==> config.mk <==
export PLATFORM = sky130hd
export DESIGN_NAME = cu_cmd_credit_arbiter
export DESIGN_NICKNAME = d
export VERILOG_FILES = /design/src/rtl/cu_cmd_credit_arbiter.sv
export SDC_FILE = /design/constraint.sdc
export NUM_CORES = 1
export LEC_CHECK = 0
export ABC_AREA = 0
export CELL_PAD_IN_SITES_DETAIL_PLACEMENT = 1
export CELL_PAD_IN_SITES_GLOBAL_PLACEMENT = 2
export CORE_UTILIZATION = 36
export CTS_CLUSTER_DIAMETER = 40
export DETAILED_ROUTE_END_ITERATION = 10
export GPL_TIMING_DRIVEN = 1
export PLACE_DENSITY_LB_ADDON = 0.1
export SYNTH_ARGS = -nofsm -noshare
export SYNTH_HDL_FRONTEND = slang
export SYNTH_SLANG_ARGS = --single-unit
export TNS_END_PERCENT = 1
==> constraint.sdc <==
create_clock -name clock -period 6.72 [get_ports clock]
set_input_delay 1.344 -clock clock [delete_from_list [all_inputs] [get_ports clock]]
set_output_delay 1.344 -clock clock [all_outputs]
set_load 0.1 [all_outputs]
==> src/rtl/cu_cmd_credit_arbiter.sv <==
// Credit-based command arbiter between the data-read and data-write CU engines.
// One registered grant per cycle: round-robin within a class, alternating between classes.
module cu_cmd_credit_arbiter #(
    parameter int unsigned NUM_READ_REQ  = 8,
    parameter int unsigned NUM_WRITE_REQ = 8,
    parameter int unsigned CREDITS_READ  = 32,
    parameter int unsigned CREDITS_WRITE = 32,
    parameter int unsigned CW            = 7
) (
    input  logic                     clock,
    input  logic                     reset,
    input  logic                     enabled,
    input  logic                     cmd_ready,
    input  logic [NUM_READ_REQ-1:0]  read_req,
    input  logic [NUM_WRITE_REQ-1:0] write_req,
    input  logic                     read_credit_return,
    input  logic                     write_credit_return,
    output logic [NUM_READ_REQ-1:0]  read_grant,
    output logic [NUM_WRITE_REQ-1:0] write_grant,
    output logic                     cmd_valid,
    output logic                     cmd_is_write,
    output logic [CW-1:0]            read_credits,
    output logic [CW-1:0]            write_credits,
    output logic                     credit_error,
    output logic                     drained
);

    localparam int unsigned RIW = (NUM_READ_REQ > 1) ? $clog2(NUM_READ_REQ) : 1;
    localparam int unsigned WIW = (NUM_WRITE_REQ > 1) ? $clog2(NUM_WRITE_REQ) : 1;
    localparam logic [CW-1:0] RD_FULL = CW'(CREDITS_READ);
    localparam logic [CW-1:0] WR_FULL = CW'(CREDITS_WRITE);

    typedef enum logic [1:0] {
        ST_DISABLED  = 2'd0,
        ST_ARBITRATE = 2'd1,
        ST_DRAIN     = 2'd2
    } state_e;

    state_e                   state_q, state_d;
    logic [RIW-1:0]           rd_ptr_q, rd_ptr_d;
    logic [WIW-1:0]           wr_ptr_q, wr_ptr_d;
    logic                     prefer_wr_q, prefer_wr_d;
    logic [NUM_READ_REQ-1:0]  rd_gnt_q, rd_gnt_d;
    logic [NUM_WRITE_REQ-1:0] wr_gnt_q, wr_gnt_d;
    logic                     valid_q, valid_d;
    logic                     is_wr_q, is_wr_d;
    logic [CW-1:0]            rd_cnt_q, rd_cnt_d;
    logic [CW-1:0]            wr_cnt_q, wr_cnt_d;
    logic                     err_q, err_d;

    logic [NUM_READ_REQ-1:0]  rd_elig;
    logic [NUM_WRITE_REQ-1:0] wr_elig;
    logic                     rd_found, wr_found;
    logic [RIW-1:0]           rd_idx;
    logic [WIW-1:0]           wr_idx;
    logic                     rd_ok, wr_ok, grant_c, take_wr, rd_take, wr_take;

    // Previous-cycle grant is masked so a requester whose req lags one cycle is not granted twice.
    assign rd_elig = read_req & ~rd_gnt_q;
    assign wr_elig = write_req & ~wr_gnt_q;

    always_comb begin
        logic [31:0] idx;
        rd_found = 1'b0;
        rd_idx   = '0;
        idx      = '0;
        for (int unsigned i = 1; i <= NUM_READ_REQ; i++) begin
            idx = (32'(rd_ptr_q) + i) % NUM_READ_REQ;
            if (!rd_found && rd_elig[RIW'(idx)]) begin
                rd_found = 1'b1;
                rd_idx   = RIW'(idx);
            end
        end
    end

    always_comb begin
        logic [31:0] idx;
        wr_found = 1'b0;
        wr_idx   = '0;
        idx      = '0;
        for (int unsigned i = 1; i <= NUM_WRITE_REQ; i++) begin
            idx = (32'(wr_ptr_q) + i) % NUM_WRITE_REQ;
            if (!wr_found && wr_elig[WIW'(idx)]) begin
                wr_found = 1'b1;
                wr_idx   = WIW'(idx);
            end
        end
    end

    assign rd_ok   = rd_found && (rd_cnt_q != '0);
    assign wr_ok   = wr_found && (wr_cnt_q != '0);
    assign grant_c = (state_q == ST_ARBITRATE) && enabled && cmd_ready && (rd_ok || wr_ok);
    assign take_wr = wr_ok && (!rd_ok || prefer_wr_q);
    assign rd_take = grant_c && !take_wr;
    assign wr_take = grant_c && take_wr;

    always_comb begin
        state_d     = state_q;
        rd_ptr_d    = rd_ptr_q;
        wr_ptr_d    = wr_ptr_q;
        prefer_wr_d = prefer_wr_q;
        rd_gnt_d    = '0;
        wr_gnt_d    = '0;
        valid_d     = grant_c;
        is_wr_d     = wr_take;
        rd_cnt_d    = rd_cnt_q;
        wr_cnt_d    = wr_cnt_q;
        err_d       = err_q;

        if (rd_take) begin
            rd_gnt_d    = NUM_READ_REQ'(1) << rd_idx;
            rd_ptr_d    = rd_idx;
            prefer_wr_d = 1'b1;
        end
        if (wr_take) begin
            wr_gnt_d    = NUM_WRITE_REQ'(1) << wr_idx;
            wr_ptr_d    = wr_idx;
            prefer_wr_d = 1'b0;
        end

        // A grant and a return on the same class cancel out.
        case ({rd_take, read_credit_return})
            2'b10:   rd_cnt_d = rd_cnt_q - CW'(1);
            2'b01: begin
                if (rd_cnt_q == RD_FULL) err_d = 1'b1;
                else                     rd_cnt_d = rd_cnt_q + CW'(1);
            end
            default: ;
        endcase
        case ({wr_take, write_credit_return})
            2'b10:   wr_cnt_d = wr_cnt_q - CW'(1);
            2'b01: begin
                if (wr_cnt_q == WR_FULL) err_d = 1'b1;
                else                     wr_cnt_d = wr_cnt_q + CW'(1);
            end
            default: ;
        endcase

        unique case (state_q)
            ST_DISABLED:  if (enabled) state_d = ST_ARBITRATE;
            ST_ARBITRATE: if (!enabled) state_d = ST_DRAIN;
            ST_DRAIN: begin
                if (enabled)                                      state_d = ST_ARBITRATE;
                else if (rd_cnt_q == RD_FULL && wr_cnt_q == WR_FULL) state_d = ST_DISABLED;
            end
            default:      state_d = ST_DISABLED;
        endcase
    end

    always_ff @(posedge clock or posedge reset) begin
        if (reset) begin
            state_q     <= ST_DISABLED;
            rd_ptr_q    <= '0;
            wr_ptr_q    <= '0;
            prefer_wr_q <= 1'b0;
            rd_gnt_q    <= '0;
            wr_gnt_q    <= '0;
            valid_q     <= 1'b0;
            is_wr_q     <= 1'b0;
            rd_cnt_q    <= RD_FULL;
            wr_cnt_q    <= WR_FULL;
            err_q       <= 1'b0;
        end else begin
            state_q     <= state_d;
            rd_ptr_q    <= rd_ptr_d;
            wr_ptr_q    <= wr_ptr_d;
            prefer_wr_q <= prefer_wr_d;
            rd_gnt_q    <= rd_gnt_d;
            wr_gnt_q    <= wr_gnt_d;
            valid_q     <= valid_d;
            is_wr_q     <= is_wr_d;
            rd_cnt_q    <= rd_cnt_d;
            wr_cnt_q    <= wr_cnt_d;
            err_q       <= err_d;
        end
    end

    assign read_grant    = rd_gnt_q;
    assign write_grant   = wr_gnt_q;
    assign cmd_valid     = valid_q;
    assign cmd_is_write  = is_wr_q;
    assign read_credits  = rd_cnt_q;
    assign write_credits = wr_cnt_q;
    assign credit_error  = err_q;
    assign drained       = (state_q == ST_DISABLED);

endmodule

== After elaboration in Yosys (flattened, before gate mapping) ==
Index checks and enable logic that the tools add are counted.
Cells by class
  bitwise gates (word level): 4
  eq/ne operators: 13
  $add $sub $neg: 20
  muxes and demuxes: 81
  $lt $le $gt $ge: 16
  shift operators: 2
  reductions and logical operators: 50
Operators by type and width (number)
  < comparator 3 x 4 -> 1 bit (second input constant): 16
  binary-select mux 1 bit (select 3 bit): 16
  two-way mux 3 bit: 16
  two-way mux 1 bit: 38
  case mux 7 bit (2 select lines): 2
  adder 3 bit (second input constant): 8
  logical AND 1 bit: 23
  bitwise AND 8 bit: 2
  zero test 1 bit: 16
  two-way mux 8 bit: 2
  inverter 8 bit: 2
  << shifter 1 x 3 -> 8 bit (first input constant): 2
  adder 7 x 1 -> 7 bit (second input constant): 2
  equality test 7 x 6 -> 1 bit (second input constant): 2
  two-way mux 7 bit: 2
  nonzero test 7 bit: 2
  subtractor 7 x 1 -> 7 bit (second input constant): 2
  adder 3 x 1 -> 3 bit (second input constant): 4
  adder 3 x 2 -> 3 bit (second input constant): 4
  two-way mux 2 bit: 4
  != test 2 bit (second input constant): 4
  equality test 2 x 1 -> 1 bit (second input constant): 3
  equality test 2 bit (second input constant): 3
  case mux 2 bit (3 select lines): 1
  6 further kinds: 10
Word-level totals
  bits in registers: 42
  input port bits: 22
  output and inout bits: 34
  word-level logic and storage cells: 197

== Depth between registers and ports, before layout ==
  word-level depth: 36
  mapped depth: 22

== Worst setup path before layout ==
Ideal clock, no wire load.
  path kind: in2reg
  start point: input port write_req[7]
  end point: register rd_cnt_q[5], in the netlist read_credits[5]
  slack: 1.211 ns
  library setup time: 0.082 ns
  stages on the path: 16
  arrival: 5.427 ns
  cell sequence: nor2b_1 -> mux4_2 -> mux2i_1 -> o2111ai_1 -> or4_4 -> a311oi_4 -> nand2b_1 -> ha_1 -> a21o_1 -> a21o_1 -> a21o_1 -> a21oi_1 -> xnor2_1 -> nand2_1 -> o21a_1 -> a22oi_1
On the way
  word-level cells in the longest chain between the ends: 32
  elaborated cells on any way between the ends: 51
  classes of those cells: eq/ne (3); mux (25); bitwise (1); reduce/logical (22)
Ends and longest elaborated chain
  start: declaration: line 15  | input logic [NUM_WRITE_REQ-1:0] write_req,
  bitwise AND 8 bit *: line 60  | assign wr_elig = write_req & ~wr_gnt_q;
  binary-select mux 1 bit (select 3 bit): line 83  | if (!wr_found && wr_elig[WIW'(idx)]) begin
  two-way mux 1 bit (not written as such): line 83
  two-way mux 1 bit: line 83
  zero test 1 bit: line 83
  logical AND 1 bit: line 83
  two-way mux 1 bit: line 83
  zero test 1 bit: line 83
  [... 16 more ...]
  two-way mux 1 bit *: line 83
  logical AND 1 bit *: line 91  | assign wr_ok = wr_found && (wr_cnt_q != '0);
  logical OR 1 bit / logical AND 1 bit (equally long branches): line 92, 93
  logical AND 1 bit / zero test 1 bit (equally long branches): line 92, 94
  logical AND 1 bit *: line 94  | assign rd_take = grant_c && !take_wr;
  equality test 2 x 1 -> 1 bit / equality test 2 bit (equally long branches): line 122  | case ({rd_take, read_credit_return})
  != test 2 bit (no line) / nonzero test 2 bit (equally long branches)
  AND reduction 2 bit (no line)
  end signal: assignment: line 172  | rd_cnt_q <= rd_cnt_d;
  end: declaration: line 47  | logic [CW-1:0] rd_cnt_q, rd_cnt_d;
Mark *: on every way between the ends. The rest lies on a longest branch, timed or not. The select of a mux whose other input is x is not followed.
A chain may end at the register's enable or synchronous reset.

== Worst setup path after layout ==
  start point: input port write_req[3]
  end point: register rd_cnt_q[5], in the netlist read_credits[5]
The elaborated chain is that of the path after synthesis.

==> impl_results.md <==
- Outcome: finished, final reports clean
- Arr. time, crit path: 6170 ps
- Hold depth: 2
- Hold Buf Count CTS: 0
- Core area: 0.0114 mm2
- Fin area: 0.00508 mm2
- Vias in the first global route: 3666
- Setup Viol. Count Final: 0
- First-pass GRT wire length: 19200 um
- CP startpoint kind: input pin
- DRT antenna net count: 0
- Final Max Slew Viols: 0
- Crit. Startpoint: write_req[3]
- Post-DP Area: 0.00491 mm2
- Endpoint class of the critical path: register
- Max-Cap Viols: 0
- Avg Inst Size Synth: 9.85 um2
- Num CTS Buffers: 5
- I/O pins: 56
- Cells after synthesis: 429
- Skew final: 3.65 ps
- # DRC: 0
- Maximum buffer depth of the clock tree: 2
- Routed vias: 3588
- RSZ-0062 raised after global routing: false
- Prevailing post-synth register cell: dfrtp_1
- CTS Sinks: 42
- Hold Path End: credit_error
- Final min period: 5960 ps
- GR Util All Layers: 20.5%
- Tcrit/Tclk final: 88.8%
- Largest cells by area after synthesis: dfrtp_1 24%, mux4_2 17%, mux2i_1 8.1%
- Hold WC Path Type: reg -> reg
- Largest area contributor in the netlist: dfrtp_1
- Synth cell types: 67
- Final std cells w/o fill: 622
- Synth cell count leaders: 40 x dfrtp_1, 35 x nand2_1, 34 x mux2i_1
- Initial Utilization: 37.0%
- Die span in y: 110 um
- Post-synth EDFFs: 0
- Cts repair resizes: 0
- Crit Reg-Reg Endpoint: read_credits[5]
- Layout cells sized above 1: 15.0%
- Area Growth Syn to Fin: 20.2%
- Final hold violation count: 0
- Setup CP Type: in -> reg
- GPL Wtd Cong: 0.881
- Synth top area share: 23.7%
- Fraction of registers with async set/reset: 100%
- Die Area: 0.0122 mm2
- Routed len/inst: 18.9 um
- Vias/cell: 5.77
- Most common cell in the netlist: dfrtp_1
- Syn_nets: 467
- Reg-to-reg startpoint: wr_ptr_q[1]
- First-pass DRT Iterations: 4
- Reg2Reg Setup Slack: 1050 ps
- H-tree Lvls: 2
- Root Buffer: clkbuf_16
- Worst Max-Slew Pin Slew: 1000 ps
- Port bufs: 55
- Antenna violations before repair: 0
- Number of synthesis warnings: 0
- Clock-pin slew on the worst setup and hold paths: 60 ps
- Hold_sp: credit_error
- Seq cells post-synth: 42
- Fin nets: 517
- R2R cell count: 18
- Antenna diode count: 0
- CP Max Fanout: 7
- Detailed placer's ending HPWL: 9310 um
- Post-synthesis sequential area ratio: 24.9%
- Total Neg Setup Slack: 0 ps
- Worst path required time: 6930 ps
- Largest net degree at the start of global routing: 43
- Slew HR: 32.9%
- # fillers: 1306
- # rows: 39
- CTS tree: yes
- Total instance count after detailed placement: 615
- Die Span X: 110 um
- Congestion Overflow GR: 0
- Initial DRC Count: 155
- Clock latency at the later pin of the worst-skew pair: 280 ps
- Post-Syn Area: 0.00423 mm2
- Setup repair bufs after CTS: 0
- Fmax: 168 MHz
- WL final: 11700 um
-- state kept, by name, indices dropped and copies added (netlist names), 2 cells and up --
signal	count
read_credits	7
read_grant	8
rd_ptr_q	3
write_grant	8
write_credits	7
wr_ptr_q	3
state_q	2
-- layer usage --
layer  part of all wire (%)  global-route usage (%)  vias to the layer above  routed length [um]
met5                      0                       0                        -                   0
met4                    1.1                    4.61                        0                 128
met3                    4.2                    2.47                       10                 491
met2                     47                    33.0                       78                5540
met1                     48                    29.3                     1792                5580
li1                       -                       -                     1708                   -
-- per-stage QoR --
step	hold WS [ps]	util [%]	setup WS, ps
after floorplan	488	-	1210
after global placement	487	43.0	557
after detailed placement	469	43.0	456
after CTS	495	44.5	735
after global routing	538	44.5	407
final	486	44.5	756
-- critical path: stages --
cell	delay [ps]
clkdlybuf4s50_1	440
nor2b_1	210
mux4_2	480
mux2i_1	460
o2111ai_1	390
or4_4	660
a311oi_4	280
nand2b_1	340
ha_1	300
a21o_1	150
a21o_1	190
a21o_1	180
a21oi_1	170
xnor2_1	160
nand2_1	80
o21a_1	170
a22oi_1	170
-- cells in the final DEF (no fill, tap or decap), types with 3 or more instances in the layout --
cell type        instances
clkdlybuf4s50_1         55
mux2i_1                 34
o21bai_1                 4
mux2_2                  10
inv_1                   14
a31oi_1                  3
xnor2_1                 10
clkbuf_16                5
o22ai_1                  3
xor2_1                  10
a22oi_1                  3
nand3b_1                 4
o21a_1                   3
nand2b_1                23
a21o_1                   7
o21ai_0                 11
a21oi_1                 21
nor3_1                   8
nor4b_1                  4
nand3_1                  4
dfrtp_1                 40
o221ai_1                 3
nor2_1                  28
nand2_1                 35
buf_4                    5
o2111ai_1                3
or2_2                    7
ha_1                    14
o211ai_1                 4
mux4_2                  31
nor4_1                   4
nor2b_1                 22
a221oi_1                 4
-- worst max path at each step --
stage                     cells after the start               to
after floorplan                              16  read_credits[5]
after global placement                       17  read_credits[5]
after detailed placement                     17  read_credits[5]
after CTS                                    17  read_credits[5]
after global routing                         17  read_credits[5]
final                                        17  read_credits[5]
-- logic make-up (layout without fill, tap and decap cells) --
logic type	count (synthesis)	in the layout	share of synthesized area, %
flip-flops	42	42	24.9
buffers and inverters	35	85	3.49
XOR/XNOR	21	21	4.53
adder cells (fa/ha/maj)	16	16	5.09
multiplexers	78	78	28.2
AO/OA/AOI/OAI	90	90	15.4
AND/OR/NAND/NOR	147	147	18.4
-- final cells by class --
class	instances	area, um2	area share [%]
Sequential cell	42	1050	20.7
Inverter	18	67.6	1.33
Clock buffer	6	139	2.73
Timing Repair Buffer	60	588	11.6
Clock inverter	1	30.0	0.591
Multi-Input combinational cell	352	3030	59.5
Tap cell	143	179	3.52
Power is not shown: default switching activity piles up to over one toggle a cycle in this logic, so the estimate is an artifact.
